**src/rtl/imem_responder.sv**
```systemverilog
// Instruction-memory responder: in-order fetch responses after a fixed latency, with flush.
// Optional IMEM_MISALIGN_CHECK_EN adds rsp_fault and replaces misaligned fetches with a nop.
module imem_responder #(
  parameter int LATENCY = 1,
  parameter int DEPTH   = 4
) (
  input  logic        clk,
  input  logic        rst_n,
  input  logic        flush,
  input  logic        req_valid,
  output logic        req_ready,
  input  logic [63:0] req_addr,
  output logic        rsp_valid,
  input  logic        rsp_ready,
  output logic [95:0] rsp_bus_info
`ifdef IMEM_MISALIGN_CHECK_EN
  ,
  output logic        rsp_fault
`endif
);

  localparam int            PW   = $clog2(DEPTH);
  localparam logic [3:0]    LAT  = 4'(LATENCY);
  localparam logic [PW:0]   FULL = (PW+1)'(DEPTH);
  localparam logic [31:0]   NOP  = 32'h0000_0013;

  logic [63:0]      pc_q    [DEPTH];
  logic [31:0]      instr_q [DEPTH];
  logic [3:0]       age_q   [DEPTH];
  logic [PW-1:0]    wr_ptr;
  logic [PW-1:0]    rd_ptr;
  logic [PW:0]      count;
  logic [DEPTH-1:0] occupied;
  logic             push;
  logic             pop;
  logic [31:0]      instr_new;
`ifdef IMEM_MISALIGN_CHECK_EN
  logic             fault_q [DEPTH];
  logic             fault_new;
`endif

  // Behavioural instruction memory sampled at accept time: a short boot program, then a fill pattern.
  function automatic logic [31:0] dpi_instr_mem_read(input logic [63:0] addr);
    logic [31:0] word;
    word = addr[31:0] ^ 32'h1357_9BDF;
    if (addr[63:4] == 60'h800_0000) begin
      case (addr[3:2])
        2'd0:    word = 32'h0000_0297;
        2'd1:    word = 32'h0202_8593;
        2'd2:    word = 32'h0005_a503;
        default: word = 32'h00a5_8633;
      endcase
    end
    return word;
  endfunction

  assign req_ready = rst_n && (count != FULL);
  assign rsp_valid = (count != '0) && (age_q[rd_ptr] >= LAT);
  assign push      = req_valid && req_ready && !flush;
  assign pop       = rsp_valid && rsp_ready && !flush;
  assign rsp_bus_info = rsp_valid ? {pc_q[rd_ptr], instr_q[rd_ptr]} : '0;
`ifdef IMEM_MISALIGN_CHECK_EN
  assign rsp_fault = rsp_valid && fault_q[rd_ptr];
`endif

  // An entry is live when its distance from the head is below count.
  always_comb begin
    occupied = '0;
    for (int i = 0; i < DEPTH; i++) begin
      occupied[i] = {1'b0, PW'(i) - rd_ptr} < count;
    end
  end

  always_comb begin
    instr_new = '0;
`ifdef IMEM_MISALIGN_CHECK_EN
    fault_new = 1'b0;
    if (push) begin
      if (req_addr[1:0] != 2'b00) begin
        fault_new = 1'b1;
        instr_new = NOP;
      end else begin
        instr_new = dpi_instr_mem_read(req_addr);
      end
    end
`else
    if (push) begin
      instr_new = dpi_instr_mem_read(req_addr);
    end
`endif
  end

  always_ff @(posedge clk or negedge rst_n) begin
    if (!rst_n) begin
      wr_ptr <= '0;
      rd_ptr <= '0;
      count  <= '0;
      for (int i = 0; i < DEPTH; i++) begin
        age_q[i] <= '0;
      end
    end else if (flush) begin
      wr_ptr <= '0;
      rd_ptr <= '0;
      count  <= '0;
      for (int i = 0; i < DEPTH; i++) begin
        age_q[i] <= '0;
      end
    end else begin
      for (int i = 0; i < DEPTH; i++) begin
        if (occupied[i] && (age_q[i] < LAT)) begin
          age_q[i] <= age_q[i] + 4'd1;
        end
      end
      if (push) begin
        age_q[wr_ptr] <= 4'd1;
        wr_ptr        <= wr_ptr + 1'b1;
      end
      if (pop) begin
        rd_ptr <= rd_ptr + 1'b1;
      end
      case ({push, pop})
        2'b10:   count <= count + 1'b1;
        2'b01:   count <= count - 1'b1;
        default: count <= count;
      endcase
    end
  end

  // Payload storage needs no reset; validity is carried by count and age.
  always_ff @(posedge clk) begin
    if (push) begin
      pc_q[wr_ptr]    <= req_addr;
      instr_q[wr_ptr] <= instr_new;
`ifdef IMEM_MISALIGN_CHECK_EN
      fault_q[wr_ptr] <= fault_new;
`endif
    end
  end

endmodule

```
**config.mk**
```make
export PLATFORM = sky130hd
export DESIGN_NAME = imem_responder
export DESIGN_NICKNAME = d
export VERILOG_FILES = /design/src/rtl/imem_responder.sv
export SDC_FILE = /design/constraint.sdc
export NUM_CORES = 1
export LEC_CHECK = 0
export ABC_AREA = 1
export BUFFER_PORTS_ARGS = -buffer_cell sky130_fd_sc_hd__clkbuf_2
export CAP_MARGIN = 20
export CORE_UTILIZATION = 45
export DETAILED_ROUTE_END_ITERATION = 16
export SLEW_MARGIN = 0
export SYNTH_ARGS = -nofsm -noshare
export SYNTH_HDL_FRONTEND = slang
export SYNTH_SLANG_ARGS = --single-unit
```
**constraint.sdc**
```tcl
create_clock -name clk -period 15.2 [get_ports clk]
set_clock_uncertainty 0.15 [all_clocks]
set_input_delay 0.76 -clock clk [delete_from_list [all_inputs] [get_ports clk]]
set_output_delay 0.76 -clock clk [all_outputs]
set_load 0.02 [all_outputs]
```
Word level (Yosys, flattened, before mapping)
Memories as Yosys holds them, arrays and structs flattened. Index checks and enable logic that the tools add are counted.

Flip-flop bits (word level): 23. RAM bits: 384. Input port bits: 69. Output and inout bits: 98. Word-level logic and storage cells: 89. Memories: 2.

Memory list: pc_q (words 4, width 64, rd ports 1, clocked after memory_dff 0, wr ports 1, RTL line 27) `logic [63:0] pc_q [DEPTH];`; instr_q (words 4, width 32, rd ports 1, clocked after memory_dff 0, wr ports 1, RTL line 28) `logic [31:0] instr_q [DEPTH];`.

Add/sub/neg operators: 12. Order comparisons: 12. Eq/ne operators: 6. Multiplexer cells: 27. Bitwise gates (word level): 6. Reductions and logical operators: 17.

Operators by type and width (number): 2-to-1 mux 96 bit (1); one-hot mux 26 bit (3 select lines) (1); 2-to-1 mux 32 bit (2); equality test 60 x 28 -> 1 bit (second input constant) (1); 2-to-1 mux 4 bit (11); 2-to-1 mux 16 bit (2); NOT 20 bit (1); adder 4 x 1 -> 4 bit (second input constant) (4); less-than comparator 4 x 1 -> 1 bit (second input constant) (4); AND 12 bit (1); less-than comparator 2 x 3 -> 1 bit (4); NOT 12 bit (1); logical AND 1 bit (11); binary-select mux 4 bit (select 2 bit) (1); demux 4 bit (select 2 bit) (1); 2-to-1 mux 2 bit (4); greater-or-equal comparator 3 bit (second input constant) (2); NOT 2 -> 3 bit (2); one-hot mux 3 bit (2 select lines) (1); nonzero test 3 bit (2); adder 2 x 1 -> 2 bit (second input constant) (2); equality test 2 x 1 -> 1 bit (second input constant) (2); equality test 2 bit (second input constant) (2); greater-or-equal comparator 4 x 1 -> 1 bit (second input constant) (1); other kinds (12) (16).

Longest topological paths before layout
Gate-level depths: netlist of run 1.

Word-level depth: 11. Gate-level depth with buffers: 15.

Worst setup path after synthesis of run 1
No wires, ideal clock.

Path kind: input -> register. From: input flush. To: memory instr_q[0][0], enable pin. Setup time: 0.552 ns. Arrival: 5.428 ns. Required time: 14.498 ns. Slack: 9.070 ns. Stages on the path: 5. Cells stage by stage: inv_1 > nand4_1 > clkbuf_1 > clkbuf_1 > nor2_1.

Word-level cells in the longest chain between the ends: 4.

Ends and longest elaborated chain: start: declaration (RTL line 9) `input logic flush,`; logical NOT 1 bit (RTL line 59) `assign push = req_valid && req_ready && !flush;`; logical AND 1 bit (RTL line 59); 2-to-1 mux 1 bit (RTL line 131) `if (push) begin`; 2-to-1 mux 1 bit (not written as such) (RTL line 133) `instr_q[wr_ptr] <= instr_new;`; end: declaration (RTL line 28).

Every way passes these cells.

Worst setup path after layout of run 1
From: register rd_ptr[0]. To: output rsp_bus_info[35].

Word-level cells in the longest chain between the ends: 7.

Ends and longest elaborated chain: start: declaration (RTL line 31) `logic [PW-1:0] rd_ptr;`; start signal: assignment (RTL line 119) `rd_ptr <= rd_ptr + 1'b1;`; NOT 2 -> 3 bit (not written as such) (RTL line 58) `assign rsp_valid = (count != '0) && (age_q[rd_ptr] >= LAT);`; binary-select mux 4 bit (select 2 bit) (RTL line 58); 2-to-1 mux 4 bit (not written as such) (2 in a row) (RTL line 58); greater-or-equal comparator 4 x 1 -> 1 bit (RTL line 58); logical AND 1 bit (RTL line 58); 2-to-1 mux 96 bit (*) (RTL line 61) `assign rsp_bus_info = rsp_valid ? {pc_q[rd_ptr], instr_q[rd_ptr]} : '0;`; end: declaration (RTL line 15) `output logic [95:0] rsp_bus_info`.

Every way passes the cells marked *; elsewhere a longest branch is shown, timed or not. The select of a mux whose other input is x is not followed.

==> metrics.md, run 1 <==
| Metric | Value |
|---|---|
| Maximum clock rate | `roughly 0.20 GHz` |
| Wirelength per Cell | `22.1 um` |
| Starting DRC count in detailed routing | `798` |
| Initial antenna violation count | `2` |
| CP Capture Type | `primary output` |
| CTS clk-pin slew, worst paths | `around 0.060 ns` |
| I/O pins | `167` |
| P&R area growth vs syn | `17.2%` |
| Critical path type | `reg -> out` |
| Post-route core utilization | `0.540` |
| Reg area | `around 0.012 sq mm` |
| Pre-CTS setup slack | `10.84 ns` |
| Placer Congestion | `0.821` |
| Leak Pwr | `between 6 and 7 nW` |
| Yosys reg bits | `about 410` |
| DR pass1 iterations | `5` |
| Filler Cell Count | `2863` |
| Global Route met3 Usage | `0.0396` |
| Tcrit/Tclk final | `0.322` |
| CP max FO | `84` |
| Hold-fix buffers, CTS | `0` |
| Die extent in x | `approximately 190 um` |
| Syn Std Cell Area | `~0.016 sq mm` |
| MaxCap Viol Count | `0` |
| Via count | `10200` |
| Number of synthesized flops with an enable pin | `384` |
| Initial Utilization | `0.461` |
| Final ANT Viol Nets | `0` |
| Synth area leader | `edfxtp_1` |
| Grt ovf | `0` |
| HP Class | `in -> async` |
| Worst skew pair latency | `between 0.5 and 0.6 ns` |
| Met1 Track Usage GR | `0.317` |
| Drt via density | `5.57` |
| Total chip power | `just over 0.003 W` |
| Cts bufs inserted | `43` |
| CTS tree | `done` |
| Min Tclk post-route | `a little under 5 ns` |
| Required time worst endpoint | `around 14 ns` |
| First-pass GRT wire length | `around 60 mm` |
| Ys flop type | `edfxtp_1` |
| Vias in the first global route | `roughly 9700` |
| Cells on worst reg2reg path | `7` |
| Netlist cell types | `28` |
| Top Usage Layer GRT | `met2` |
| Worst vdd ir | `approximately 91 uV` |
| Routed WL | `40.5 mm` |
| Gr usage total | `0.224` |
| DRC viols | `0` |
| Root Buffer | `clkbuf_16` |
| Synth area leaders | `edfxtp_1 72%, nand2_1 5.9%, a22oi_1 4.5%` |
| Slew margin rel. | `0.287` |
| Post_cts resized | `0` |
| DIE HEIGHT | `about 190 um` |
| Max-slew violation count | `0` |
| Critical Path Start Type | `flip-flop` |
| Placed wire-length estimate | `roughly 25 mm` |
| Maximum clock path buffer count | `3` |
| Top post-synthesis cells by count | `384 x edfxtp_1, 251 x nand2_1, 98 x a31oi_1` |
| Setup Buffers After CTS | `0` |
| R2R Path End | `pc_q[0][44]$_DFFE_PP_` |
| Placed cell area | `~0.017 sq mm` |
| CTS sink count | `407` |
| Asr flop ratio synth | `0.0565` |
| Largest net degree at the start of global routing | `85` |
| CP arrival | `roughly 4.0 ns` |
| Unrepaired setup endpoints after global routing | `false` |
| Post-synthesis sequential area ratio | `0.757` |
| FP Rows | `68` |
| Count of final setup violators | `0` |
| Total die area | `approximately 0.036 sq mm` |
| Footprint of the multi-input gates | `around 0.0035 sq mm` |
| Final Hold Viols | `0` |
| CORE AREA | `about 0.035 sq mm` |
| Average size of a mapped cell | `13.6 sq um` |
| Top-count cell post-synth | `edfxtp_1` |
| Finished Cell Area | `0.0187 sq mm` |
| Port bufs | `between 150 and 200` |
| Slew @ Worst Pin | `between 1 and 1.5 ns` |
| Outcome | `complete, no violations` |
| Syn nets | `~1300` |
| M2 GR Usage | `0.356` |
| CTS H-Tree Depth | `2` |
| Setup TNS | `0 ns` |
| Reg2Reg Setup Slack | `around 12 ns` |
| Syn Inst Count | `between 1000 and 1500` |
| R2R Path Start | `count[1]$_DFFE_PN0P_` |
| Worst setup slack after layout | `between 10 and 15 ns` |
| Nets | `1437` |
| Yosys Warn Count | `0` |
| Share of post-route cells with drive strength above 1 | `0.190` |
| Share of the synthesized area in the top cell type | `0.721` |
| Pwr/cell area | `about 160 mW/mm^2` |
## per-layer routing
metal	routed length [um]	part of all wire	vias to the layer above
met5	0	0	-
met3	2620	0.065	55
met4	818	0.020	0
met1	17600	0.43	5096
li1	-	-	4697
met2	19500	0.48	370
## cell usage in the layout, fill, tap and decap left out, drive strengths merged, types with 2 or more instances in the layout
master	n
a31oi	98
bufinv	4
dfrtp	23
buf	15
or2	12
nand2	252
nor2	87
a211oi	4
ha	22
a21oi	6
a22oi	96
edfxtp	384
o21ai	16
inv	60
diode	2
o22ai	4
nand3	19
xor2	2
clkinv	19
nor3	16
nand4	11
clkbuf	221
## area by class of cell
type	count	area share
inverter	62	0.0126
tap	455	0.0304
timing repair buffer	181	0.0514
clock buffer	55	0.0621
multi-input combinational	650	0.186
clock inverter	22	0.0109
antenna	2	0.000267
sequential	407	0.646
## power breakdown
group	switching, W	internal, W
Sequential	0.0000240	0.00126
Combinational	0.000539	0.000216
Clock	0.000412	0.000607
## per-stage QoR
stage,cells,hold WS (ns)
floorplan,1173,0.313
global placement,1754,0.331
detailed placement,1755,0.341
CTS,1832,0.111
global route,1834,0.146
finish,1834,0.0978
## worst max-delay path by stage
stage	startpoint	endpoint	slack, ns	cells past startpoint
3_3_place_gp	rd_ptr[0]$_DFFE_PN0P_	rsp_bus_info[35]	10.89	10
6_report	rd_ptr[0]$_DFFE_PN0P_	rsp_bus_info[35]	10.31	10
5_1_grt	rd_ptr[0]$_DFFE_PN0P_	rsp_bus_info[35]	10.01	10
4_1_cts	rd_ptr[0]$_DFFE_PN0P_	rsp_bus_info[35]	10.26	10
3_5_place_dp	rd_ptr[0]$_DFFE_PN0P_	rsp_bus_info[35]	10.84	10
2_1_floorplan	flush	instr_q[0][0]$_DFFE_PP_	9.07	5
## worst max-delay path: stages (launching register included)
cell      delay, ns
dfrtp_1        0.50
inv_2          0.11
nor2_4         0.78
nand2_1        0.11
nand2_1        0.12
nor2_1         0.06
nor2_2         0.18
clkinv_2       0.24
buf_4          0.48
a31oi_1        0.57
clkbuf_2       0.27
## cells by family (layout without fill, tap and decap cells)
group           count (synthesis)  after routing  synth area share
xor+xnor                        3              3           0.00164
fa+ha+maj                      23             23            0.0185
compound gates                224            224            0.0937
other cells                     0              2                 0
buf+inv                       116            320            0.0278
simple gates                  400            400             0.101
flops                         407            407             0.757
## sequential cells by signal, indices dropped and copies added, names as in the netlist
name	count
pc_q	256
count	3
instr_q	128
wr_ptr	2
rd_ptr	2
age_q	16
Note: power is estimated with default switching activity, not from simulation.
==> inputs of run 2 (changes only) <==
--- a/config.mk
+++ b/config.mk
@@ -10,6 +10,7 @@
 export CAP_MARGIN = 20
 export CORE_UTILIZATION = 45
 export DETAILED_ROUTE_END_ITERATION = 16
+export PLACE_DENSITY = 0.66
 export SLEW_MARGIN = 0
 export SYNTH_ARGS = -nofsm -noshare
 export SYNTH_HDL_FRONTEND = slang
==> constraint.sdc (replaced) <==
create_clock -name clk -period 4.5 [get_ports clk]
set_clock_uncertainty 0.15 [all_clocks]
set_input_delay 0.225 -clock clk [delete_from_list [all_inputs] [get_ports clk]]
set_output_delay 0.225 -clock clk [all_outputs]
set_load 0.02 [all_outputs]
==> run 2 against run 1 <==
Effect of this change:
- largest cell class unchanged
- combinational power grew to 3.5 times the previous value
- wire length down 1.2%
- sequential share of layout area shrank 2.3 points
- via count rose by 3.6%
- register-to-register slack worse by 10 ns
- clock power grew to 3.2 times the previous value
- first-iteration DRC count down 0.75%
- final cell count up 3.6%
- hold slack gained 0.00053 ns
- global-route usage fell by 0.28 points
- count of clock-buffer cells in the layout decreased by 4
- worst setup slack got worse by 9.8 ns
- critical endpoint is now rsp_bus_info[79]
==> metrics.md, run 2 (same netlist as run 1, synthesis figures left out) <==
| Metric | Value |
|---|---|
| Outcome | `complete, no violations` |
| Int Power | `0.00694 W (+230%)` |
| Most frequent cells in the layout | `384 x edfxtp_1, 251 x nand2_1, 166 x clkbuf_2` |
| Leak Pwr | `6.85 nW (+4.2%)` |
| Commonest non-fill, non-tap cell in the layout | `edfxtp_1` |
| Via count | `10600 (+3.6%)` |
| Max-slew violation count | `0 (unchanged)` |
| Placer Congestion | `0.787 (-4.2%)` |
| Wirelength per Cell | `21.1 um (-4.6%)` |
| Total chip power | `0.0103 W (+240%)` |
| Critical path type | `reg -> out` |
| MaxCap Viol Count | `0 (unchanged)` |
| Initial Utilization | `0.461 (unchanged)` |
| CTS sink count | `407 (unchanged)` |
| Top flop regs | `pc_q: 256 flops, instr_q: 128 flops, age_q: 16 flops` |
| Reg2Reg Setup Slack | `1.72 ns (-10.12 ns)` |
| Maximum clock rate | `between 0.2 and 0.3 GHz` |
| Maximum clock path buffer count | `3 (unchanged)` |
| Die extent in x | `191 um (unchanged)` |
| Cts bufs inserted | `42 (-2.3%)` |
| CP arrival | `3.60 ns (-0.38 ns)` |
| Count of final setup violators | `0 (unchanged)` |
| Port bufs | `166 (unchanged)` |
| CTS H-Tree Depth | `2 (unchanged)` |
| Largest register FFs | `256 (unchanged)` |
| Seq pwr share | `0.423 (+0.002)` |
| Total die area | `0.0363 sq mm (unchanged)` |
| First-pass GRT wire length | `60.4 mm (-0.41%)` |
| Final Hold Viols | `0 (unchanged)` |
| CTS tree | `done` |
| Slew margin rel. | `0.409 (+0.122)` |
| Pwr/cell area | `529 mW/mm^2 (+220%)` |
| DIE HEIGHT | `191 um (unchanged)` |
| FP Rows | `68 (unchanged)` |
| Root Buffer | `clkbuf_16` |
| Worst vdd ir | `456 uV (+400%)` |
| Vias in the first global route | `10400 (+7.1%)` |
| P&R area growth vs syn | `21.5%` |
| Share of post-route cells with drive strength above 1 | `0.183 (-0.00615)` |
| Final ANT Viol Nets | `0 (unchanged)` |
| Psw | `0.00334 W (+240%)` |
| I/O pins | `167 (unchanged)` |
| DR pass1 iterations | `5 (unchanged)` |
| Top reg by flops | `pc_q` |
| Worst skew pair latency | `0.53 ns (about the same)` |
| DRC viols | `0 (unchanged)` |
| Setup TNS | `0 ns (unchanged)` |
| Required time worst endpoint | `4.12 ns (-10.17 ns)` |
| Unrepaired setup endpoints after global routing | `false` |
| CP Capture Type | `primary output` |
| HP Class | `in -> async` |
| Routed WL | `40.1 mm (-1.2%)` |
| Critical Path Start Type | `flip-flop` |
| Setup Buffers After CTS | `0 (unchanged)` |
| Min Tclk post-route | `~4.0 ns` |
| Final non-filler cell total | `1900 (+3.6%)` |
| Slew @ Worst Pin | `0.886 ns (-0.183 ns)` |
| Placed wire-length estimate | `24.0 mm (-2.3%)` |
| Initial antenna violation count | `0 (-2)` |
| Cells after DPL | `1757 (+0.11%)` |
| CTS clk-pin slew, worst paths | `0.06 ns (about the same)` |
| Grt ovf | `0 (unchanged)` |
| Clock Power Share | `0.322 (-0.011)` |
| CP max FO | `46 (-45%)` |
| Drt via density | `5.57 (about the same)` |
| Tcrit/Tclk final | `0.882` |
| CORE AREA | `0.0347 sq mm (unchanged)` |
| Antenna diodes | `0 (-2)` |
| Combinational share of power | `0.255 (+0.009)` |
| Net Sw Frac | `0.325 (+0.00675)` |
| Starting DRC count in detailed routing | `792 (-0.75%)` |
| Gr usage total | `0.221 (-0.00281)` |
| Largest net degree at the start of global routing | `96 (+13%)` |
| Nets | `1506 (+4.8%)` |
run 2: layout make-up:
| cell class | count | area (sq um) |
|---|---|---|
| Multi-Input combinational cell | 650 | 3490 |
| Fill cell | 2791 | 15300 |
| Clock inverter | 24 | 223 |
| Inverter | 62 | 235 |
| Clock buffer | 51 | 1110 |
| Timing Repair Buffer | 251 | 1700 |
| Sequential cell | 407 | 12100 |
| Tap cell | 455 | 569 |
run 2: power by group through the flow:
stage | Clock [W] | Sequential (W) | Combinational, W
floorplan | 0 | 0.00441 | 0.00165
global placement | 0 | 0.00442 | 0.00256
detailed placement | 0 | 0.00443 | 0.00258
CTS | 0.00335 | 0.00435 | 0.00264
global route | 0.00350 | 0.00436 | 0.00284
finish | 0.00331 | 0.00435 | 0.00262
run 2: worst paths after layout:
check	startpoint	end	cells past startpoint
worst max register to register	count[1]$_DFFE_PN0P_	instr_q[0][23]$_DFFE_PP_	7
min in group clk	req_addr[37]	pc_q[2][37]$_DFFE_PP_	2
worst max-delay path	rd_ptr[1]$_DFFE_PN0P_	rsp_bus_info[79]	10
max in group asynchronous	rst_n	count[2]$_DFFE_PN0P_	2
worst min-delay path	rst_n	age_q[15]$_DFF_PN0_	2
worst min register to register	age_q[7]$_DFF_PN0_	age_q[7]$_DFF_PN0_	2
run 2: timing repair:
item	in CTS	in global routing
resized for setup	0	0
hold buffers	68	0
hold endpoints to repair	300	0
run 2: routing by layer:
| metal | GRT usage | vias to the layer above | part of all wire |
|---|---|---|---|
| met5 | 0 | - | 0 |
| met2 | 0.356 | 457 | 0.48 |
| li1 | - | 4822 | - |
| met1 | 0.303 | 5234 | 0.42 |
| met4 | 0.0766 | 0 | 0.028 |
| met3 | 0.0386 | 69 | 0.071 |
run 2: worst max-delay path, cell delays in order, from the launching register on:
cell      delay [ns]
dfrtp_1         0.50
nand2_1         0.11
clkinv_2        0.35
nand2_1         0.10
nand2_1         0.10
nor2_1          0.05
nor2_2          0.17
clkinv_2        0.65
buf_4           0.52
a31oi_1         0.27
clkbuf_2        0.22
run 2: stage by stage:
stage	area [sq um]	hold WS, ns	utilization	worst slack, ns
floorplan	16000	-0.221	-	-1.32
global placement	17400	0.124	0.501	1.13
detailed placement	17400	0.126	0.502	1.11
CTS	19400	0.111	0.560	0.526
global route	19400	0.152	0.560	0.253
finish	19400	0.0983	0.560	0.529
==> inputs of run 3 (changes only) <==
--- a/config.mk
+++ b/config.mk
@@ -10,7 +10,7 @@
 export CAP_MARGIN = 20
 export CORE_UTILIZATION = 45
 export DETAILED_ROUTE_END_ITERATION = 16
-export PLACE_DENSITY = 0.66
+export PLACE_DENSITY_LB_ADDON = 0.08
 export SLEW_MARGIN = 0
 export SYNTH_ARGS = -nofsm -noshare
 export SYNTH_HDL_FRONTEND = slang
==> run 3 against run 2 <==
Effect of this change:
- critical path depth fell by 3
- non-clock buffer count rose by 1
- sequential cell count did not move
- clock power fell by 2%
- utilization barely moved
==> metrics.md, run 3 (same netlist as run 1, synthesis figures left out) <==
| Metric | Value |
|---|---|
| Count of final setup violators | `0 (unchanged)` |
| FP Rows | `68 (unchanged)` |
| Initial antenna violation count | `2 (+2)` |
| Maximum clock rate | `0.293 GHz (+17%)` |
| MaxCap Viol Count | `0 (unchanged)` |
| R2R Path Start | `count[1]$_DFFE_PN0P_` |
| Total chip power | `0.0102 W (-0.70%)` |
| Worst vdd ir | `339 uV (-26%)` |
| CP max FO | `50 (+8.7%)` |
| Placer Congestion | `0.841 (+6.9%)` |
| Largest net degree at the start of global routing | `98 (+2.1%)` |
| Maximum clock path buffer count | `3 (unchanged)` |
| Pre-CTS setup slack | `1.61 ns (+0.501 ns)` |
| Seq pwr share | `0.426 (+0.003)` |
| CTS clk-pin slew, worst paths | `0.06 ns (about the same)` |
| Min Tclk post-route | `3.41 ns (-0.562 ns)` |
| Net Sw Frac | `0.322 (-0.00288)` |
| Critical Path Start Type | `flip-flop` |
| Top flop regs | `pc_q: 256 flops, instr_q: 128 flops, age_q: 16 flops` |
| R2R Path End | `instr_q[2][5]$_DFFE_PP_` |
| Critical Path End | `rsp_bus_info[17]` |
| DRC viols | `0 (unchanged)` |
| Port bufs | `166 (unchanged)` |
| I/O pins | `167 (unchanged)` |
| P&R area growth vs syn | `21.4% (about the same)` |
| Largest register FFs | `256 (unchanged)` |
| CP arrival | `3.03 ns (-0.57 ns)` |
| Clock Power Share | `0.317 (-0.005)` |
| Via count | `10200 (-3.4%)` |
| Leak Pwr | `6.86 nW (about the same)` |
| Int Power | `0.00692 W (-0.28%)` |
| DR pass1 iterations | `4 (-1)` |
| Initial Utilization | `0.461 (unchanged)` |
| Max-slew violation count | `0 (unchanged)` |
| Drt via density | `5.38 (-3.5%)` |
| Most frequent cells in the layout | `384 x edfxtp_1, 251 x nand2_1, 166 x clkbuf_2` |
| Unrepaired setup endpoints after global routing | `false` |
| CTS H-Tree Depth | `2 (unchanged)` |
| First-pass GRT wire length | `60.6 mm (+0.30%)` |
| Starting DRC count in detailed routing | `618 (-22%)` |
| Psw | `0.00329 W (-1.6%)` |
| Cts bufs inserted | `42 (unchanged)` |
| Routed WL | `40.0 mm (-0.21%)` |
| Final ANT Viol Nets | `0 (unchanged)` |
| Crit path launch | `rd_ptr[1]$_DFFE_PN0P_` |
| Outcome | `complete, no violations` |
| Required time worst endpoint | `4.12 ns (about the same)` |
| Commonest non-fill, non-tap cell in the layout | `edfxtp_1` |
| Total die area | `0.0363 sq mm (unchanged)` |
| Filler Cell Count | `2879 (+3.2%)` |
| Top reg by flops | `pc_q` |
| Wirelength per Cell | `21.0 um (-0.31%)` |
| Tcrit/Tclk final | `0.757 (-0.125)` |
| Worst skew pair latency | `0.54 ns (about the same)` |
| CTS sink count | `407 (unchanged)` |
| Nets | `1507 (+0.066%)` |
| Grt ovf | `0 (unchanged)` |
| Gr usage total | `0.224 (+0.00282)` |
| Vias in the first global route | `9987 (-4.2%)` |
| Cells on worst reg2reg path | `7 (unchanged)` |
| Worst setup slack after layout | `1.09 ns (+0.562 ns)` |
| CORE AREA | `0.0347 sq mm (unchanged)` |
| Die extent in x | `191 um (unchanged)` |
| Final Hold Viols | `0 (unchanged)` |
| CTS tree | `done` |
| Slew @ Worst Pin | `0.833 ns (-0.0529 ns)` |
| HP Class | `in -> async` |
| Combinational share of power | `0.257 (+0.002)` |
| Critical path type | `reg -> out` |
| CP Capture Type | `primary output` |
| Slew margin rel. | `0.445 (+0.0353)` |
| Root Buffer | `clkbuf_16` |
| Share of post-route cells with drive strength above 1 | `0.183 (-0.000818)` |
| Pwr/cell area | `526 mW/mm^2 (-0.64%)` |
| Placed wire-length estimate | `23.5 mm (-2.2%)` |
| DIE HEIGHT | `191 um (unchanged)` |
| Reg2Reg Setup Slack | `1.71 ns (about the same)` |
==> run 3: worst min-delay path by stage <==
stage / slack (ns) / start / end
detailed placement: 0.12 / rst_n / age_q[2]$_DFF_PN0_
floorplan: -0.22 / rst_n / age_q[0]$_DFF_PN0_
finish: 0.09 / rst_n / age_q[2]$_DFF_PN0_
global route: 0.13 / rst_n / age_q[2]$_DFF_PN0_
CTS: 0.08 / rst_n / age_q[2]$_DFF_PN0_
global placement: 0.12 / rst_n / age_q[3]$_DFF_PN0_
==> run 3: metal layers <==
layer,global-route usage,routed length [um],part of all wire,vias up
met3,0.0348,2250,0.056,44
li1,-,-,-,4833
met2,0.351,18900,0.47,325
met4,0.0523,598,0.015,2
met5,0,10,0.00025,-
met1,0.329,18200,0.46,5021
==> run 3: per-stage QoR <==
stage / hold slack, ns / cells / util / setup TNS, ns / cell area, sq um
floorplan: -0.221 / 1173 / - / -505.17 / 16000
global placement: 0.123 / 1758 / 0.503 / 0 / 17500
detailed placement: 0.120 / 1758 / 0.503 / 0 / 17500
CTS: 0.0839 / 1901 / 0.559 / 0 / 19400
global route: 0.132 / 1902 / 0.559 / 0 / 19400
finish: 0.0919 / 1902 / 0.559 / 0 / 19400
==> run 3: layout make-up <==
type                       count  area, sq um  area share
antenna                        1         2.50    0.000129
timing repair buffer         252         1730      0.0893
clock buffer                  51         1150      0.0592
clock inverter                24          128     0.00657
multi-input combinational    650         3490       0.180
tap                          455          569      0.0293
sequential                   407        12100       0.624
inverter                      62          235      0.0121
==> run 3: power groups by stage <==
stage / sequential [W] / combinational [W] / clock, W
floorplan: 0.00441 / 0.00165 / 0
global placement: 0.00442 / 0.00259 / 0
global route: 0.00436 / 0.00285 / 0.00344
finish: 0.00435 / 0.00262 / 0.00324
detailed placement: 0.00443 / 0.00260 / 0
CTS: 0.00435 / 0.00266 / 0.00330
==> run 3: worst max-delay path, stage by stage (launching register included) <==
cell and delay (ns):
dfrtp_1 0.50, nand2_1 0.12, clkinv_2 0.07, buf_4 0.51, buf_4 0.64, nand2_1 0.10, a31oi_1 0.27, clkbuf_2 0.21
==> run 3: repair_timing <==
item                                   in CTS  in global routing
endpoints found under the hold margin     324                  0
hold buffers                               68                  0
buffers inserted                            0                  0
resized for setup                           0                  0
